===== src/rtl/apb_cmd_master.sv =====
// apb_cmd_master: converts single-beat valid/ready register commands into
// APB4 transfers, one outstanding at a time, and returns the read data and
// error status on a valid/ready response port. A wait-state timeout aborts
// transfers to a slave that never raises pready.
module apb_cmd_master #(
  parameter int ADDR_W  = 12,
  parameter int DATA_W  = 32,
  parameter int TIMEOUT = 16,
  parameter int TO_W    = 8
) (
  input  logic                  clk,
  input  logic                  rst,
  // command port
  input  logic                  cmd_valid,
  output logic                  cmd_ready,
  input  logic                  cmd_write,
  input  logic [ADDR_W-1:0]     cmd_addr,
  input  logic [DATA_W-1:0]     cmd_wdata,
  input  logic [DATA_W/8-1:0]   cmd_strb,
  // response port
  output logic                  rsp_valid,
  input  logic                  rsp_ready,
  output logic [DATA_W-1:0]     rsp_rdata,
  output logic                  rsp_err,
  output logic                  rsp_timeout,
  // APB4 initiator
  output logic                  psel,
  output logic                  penable,
  output logic                  pwrite,
  output logic [ADDR_W-1:0]     paddr,
  output logic [DATA_W-1:0]     pwdata,
  output logic [DATA_W/8-1:0]   pstrb,
  input  logic                  pready,
  input  logic [DATA_W-1:0]     prdata,
  input  logic                  pslverr
);

  localparam int STRB_W = DATA_W / 8;

  // Wait-counter value reached on the last permitted ACCESS cycle.
  localparam logic TO_EN = (TIMEOUT != 0);
  localparam logic [TO_W-1:0] TO_LAST = TO_W'((TIMEOUT > 0) ? TIMEOUT - 1 : 0);

  typedef enum logic [1:0] {
    S_IDLE,
    S_SETUP,
    S_ACCESS,
    S_RESP
  } state_t;

  state_t          state;
  logic [TO_W-1:0] wait_cnt;

  // Ready is held low while reset is asserted so no command is lost at the
  // reset edge, and rises in the very first cycle after reset drops.
  assign cmd_ready = (state == S_IDLE) && !rst;

  // Transfer sequencer: the APB signals and the response fields are all
  // registered here, so they change only on state transitions.
  always_ff @(posedge clk) begin
    if (rst) begin
      state       <= S_IDLE;
      wait_cnt    <= '0;
      psel        <= 1'b0;
      penable     <= 1'b0;
      pwrite      <= 1'b0;
      paddr       <= '0;
      pwdata      <= '0;
      pstrb       <= '0;
      rsp_valid   <= 1'b0;
      rsp_rdata   <= '0;
      rsp_err     <= 1'b0;
      rsp_timeout <= 1'b0;
    end else begin
      case (state)
        S_IDLE: begin
          if (cmd_valid) begin
            // The APB address/data outputs double as the holding registers;
            // reads never drive strobes onto the bus.
            pwrite   <= cmd_write;
            paddr    <= cmd_addr;
            pwdata   <= cmd_wdata;
            pstrb    <= cmd_write ? cmd_strb : {STRB_W{1'b0}};
            psel     <= 1'b1;
            penable  <= 1'b0;
            wait_cnt <= '0;
            state    <= S_SETUP;
          end
        end

        S_SETUP: begin
          penable <= 1'b1;
          state   <= S_ACCESS;
        end

        S_ACCESS: begin
          // pready in the final permitted cycle takes priority over timeout.
          if (pready) begin
            rsp_rdata   <= pwrite ? {DATA_W{1'b0}} : prdata;
            rsp_err     <= pslverr;
            rsp_timeout <= 1'b0;
            rsp_valid   <= 1'b1;
            psel        <= 1'b0;
            penable     <= 1'b0;
            state       <= S_RESP;
          end else if (TO_EN && (wait_cnt == TO_LAST)) begin
            rsp_rdata   <= '0;
            rsp_err     <= 1'b1;
            rsp_timeout <= 1'b1;
            rsp_valid   <= 1'b1;
            psel        <= 1'b0;
            penable     <= 1'b0;
            state       <= S_RESP;
          end else begin
            wait_cnt <= wait_cnt + 1'b1;
          end
        end

        S_RESP: begin
          if (rsp_ready) begin
            rsp_valid <= 1'b0;
            state     <= S_IDLE;
          end
        end

        default: begin
          state <= S_IDLE;
        end
      endcase
    end
  end

endmodule


===== config.mk =====
export PLATFORM = sky130hd
export DESIGN_NAME = apb_cmd_master
export DESIGN_NICKNAME = d
export VERILOG_FILES = /design/src/rtl/apb_cmd_master.sv
export SDC_FILE = /design/constraint.sdc
export NUM_CORES = 1
export LEC_CHECK = 0
export BUFFER_PORTS_ARGS = -buffer_cell sky130_fd_sc_hd__buf_2
export CAP_MARGIN = 20
export CELL_PAD_IN_SITES_DETAIL_PLACEMENT = 2
export CELL_PAD_IN_SITES_GLOBAL_PLACEMENT = 2
export CORE_ASPECT_RATIO = 0.8
export CORE_UTILIZATION = 23
export DETAILED_ROUTE_END_ITERATION = 16
export PLACE_DENSITY_LB_ADDON = 0.15
export SLEW_MARGIN = 10
export SYNTH_ARGS = -nofsm -noshare
export SYNTH_HDL_FRONTEND = slang
export SYNTH_SLANG_ARGS = --single-unit

===== constraint.sdc =====
create_clock -name clk -period 1.5 [get_ports clk]
set_input_delay 0.15 -clock clk [delete_from_list [all_inputs] [get_ports clk]]
set_output_delay 0.15 -clock clk [all_outputs]
set_load 0.03 [all_outputs]

==> results.md <==
* Post-synthesis instance total at 382
* Antenna fix cells at 0
* Total core area at 14500 um^2
* Leakage at 0.00238 uW
* RSZ-0062 raised after global routing: yes
* Layout cell share with drive strength beyond 1 at 41.5%
* Fin crit period at 1.53 ns
* FMAX at 0.656 GHz
* Period utilization at 102%
* Via count at 3505
* Post-synthesis average cell area at 9.14 um^2
* Yosys top cell by area: dfxtp_1
* Fill cells at 1684
* Starting Density at 24.0%
* Worst Path Class, Setup: flip-flop to flip-flop
* Part of the Yosys area used for sequential elements at 55.0%
* Slew @ Worst Pin at 0.325 ns
* TritonCTS Sinks at 96
* Yosys top cell area share at 55.0%
* PD cells at 1650 nW/um^2
* Drt pass-1 iters at 4
* Post-synthesis register bit count at 96
* Largest net degree at the start of global routing at 61
* DIE HEIGHT at 112 um
* Post-Syn Nets at 474
* WP buf/inv at 1
* Slew Limit Fails at 0
* Largest fanout on the critical path at 7
* Htree depth at 3
* Clock buffer depth at 2
* Clock transition at path regs at 0.07 ns
* Nets@finish at 663
* Initial antenna violation count at 0
* Pwr Total at 8490 uW
* Worst-Skew Late Latency at 0.35 ns
* Inserted Clock Buffers at 9
* # rows at 39
* Total routed wirelength at 12.0 mm
* CP max-delay cell: a211o_4
* Status: complete, but fails checks
* Most common cell after layout, fill and taps aside: buf_2
* Final worst slack at -0.0252 ns
* Final Hold Viols at 0
* Crit path required time at 1.77 ns
* Most frequent cells in the layout: 172 x buf_2, 99 x nand2_1, 90 x dfxtp_1
* Hold WC Path Type: input port to flip-flop
* Crit path launch type: flip-flop
* First-pass GRT wire length at 19.4 mm
* Met2 Usage GRT at 27.1%
* CP endpoint kind: flip-flop
* Synth warn at 0
* Worst setup startpoint: wait_cnt[7]
* Hold Path Origin: prdata[27]
* CTS tree: built
* HPWL after DPL at 8.79 mm
* Via density per instance at 4.61
* Family with the most delay on the worst path: compound AO/OA/AOI/OAI gates
* R2r startpoint: wait_cnt[7]
* Layout area overhead at 47.3%
* Maximum vdd drop at 573 uV
* Number of global-route vias before repair at 3801
* ANT nets after route at 0
* Final Setup Violations at 25
* M3 GR Usage at 6.06%
* Critical path, cell by cell: nor4_4 > buf_4 > a211oi_4 > a211o_4 > a31oi_2
* Routed len/inst at 15.8 um
* Iter 0 DRT Violations at 112
* Multi-input gate area at 1490 um^2
* Failing checks: negative setup slack
* Mapped cell area at 3490 um^2
* Overflow after GRT at 0
* CTS root buf: clkbuf_16
* Die width at 140 um
* CP arrival at 1.80 ns
* Main area contributors after synthesis: dfxtp_1 55%, nand2_1 11%, a22o_1 8.0%
* I/O Pins at 174
* Setup Skew at 0.00565 ns
* GR Layer Usage met1 at 17.9%
* Max-cap check violation count at 0
* RD Place Congestion at 0.753
* DRC at 0
* Tot GR Track Use at 15.8%
* Synth unique cells at 34
* Register Area at 1930 um^2
* Rel. slew slack at 78.4%
* Die area at 15700 um^2
* GRT busiest layer: met2
* Max incr delay on CP at 0.37 ns
* Port Buffers at 173
* Post-Route Utilization at 35.4%
[layout make-up]
class	instances	share of cell area [%]
Clock buffer	10	4.45
Timing Repair Buffer	206	22.9
Tap cell	184	4.47
Inverter	4	0.340
Clock inverter	6	1.31
Multi-Input combinational cell	254	29.0
Sequential cell	96	37.5
[cell families (layout without fill, tap and decap cells)]
kind of cell	after synthesis	count (layout)	share of synthesized area, %
fa+ha+maj	5	5	1.79
compound gates	114	114	21.7
simple gates	135	135	17.2
buf+inv	32	226	4.26
flops	96	96	55.0
[worst register-to-register path, stage by stage, from the launching register on]
cell	delay [ns]
dfxtp_2	0.35
nor4_4	0.29
buf_4	0.18
a211oi_4	0.07
a211o_4	0.37
a31oi_2	0.19
[routing by layer]
| metal | vias to the layer above | share of wire (%) | routed length (um) |
|---|---|---|---|
| met1 | 1677 | 43 | 5190 |
| met4 | 0 | 1.9 | 227 |
| met2 | 118 | 47 | 5600 |
| met5 | - | 0 | 0 |
| met3 | 14 | 8.3 | 991 |
| li1 | 1696 | - | - |
[timing repair]
item,CTS,global route
hold endpoints to repair,4,0
setup endpoints to repair,43,44
gates resized for setup,9,3
setup buffers,4,1
pin swaps,5,2
hold buffers,4,0
[power breakdown]
part / internal, uW / leakage (uW) / switching (uW)
Clock: 1300 / 0.000139 / 1030
Sequential: 2950 / 0.000785 / 200
Combinational: 1040 / 0.00146 / 1980
Total: 5290 / 0.00238 / 3200
[registers in the layout (all words and copies together) (netlist names), 2 cells and up]
signal     flops
wait_cnt       8
pwdata        32
rsp_rdata     32
pstrb          4
paddr         12
state          2
[through the flow]
| step | instances | setup TNS [ns] | hold WS, ns | cell area [um^2] | worst slack, ns |
|---|---|---|---|---|---|
| 2_1_floorplan | 382 | -0.733 | 0.251 | 3550 | -0.0232 |
| 3_3_place_gp | 736 | 0 | 0.367 | 4730 | 0.0184 |
| 3_5_place_dp | 736 | -0.517 | 0.371 | 4730 | -0.0900 |
| 4_1_cts | 759 | -0.341 | 0.00181 | 5130 | -0.0506 |
| 5_1_grt | 760 | -3.46 | 0.00473 | 5140 | -0.112 |
| 6_report | 760 | -0.194 | 0.0188 | 5140 | -0.0252 |
[path summary, 6_finish.rpt]
kind	end	slack, ns	cells after the start
setup / recovery	wait_cnt[2]	-0.03	5
hold / removal	rsp_rdata[27]	0.02	2
setup reg to reg	wait_cnt[2]	-0.03	5
hold reg to reg	pstrb[2]	0.45	2
[cell usage after synthesis]
master,instances
nand2_1,100
dfxtp_1,96
a21oi_1,54
a22o_1,32
clkbuf_1,19
a31oi_1,14
nand3_1,8
nand2b_1,7
buf_2,5
ha_1,5
inv_1,4
nor2_1,4
o21ai_0,4
and3_1,3
buf_6,3
nor2b_1,3
a21oi_2,2
and2_1,2
nand4b_1,2
a211o_4,1
a211oi_1,1
a211oi_4,1
a21o_1,1
a311oi_1,1
a41oi_1,1
and3b_1,1
and4_1,1
buf_1,1
nor3_1,1
nor4_4,1
o21ai_1,1
o31ai_1,1
or3_1,1
or3b_1,1
No activity file was read; power rests on OpenSTA's default activity.
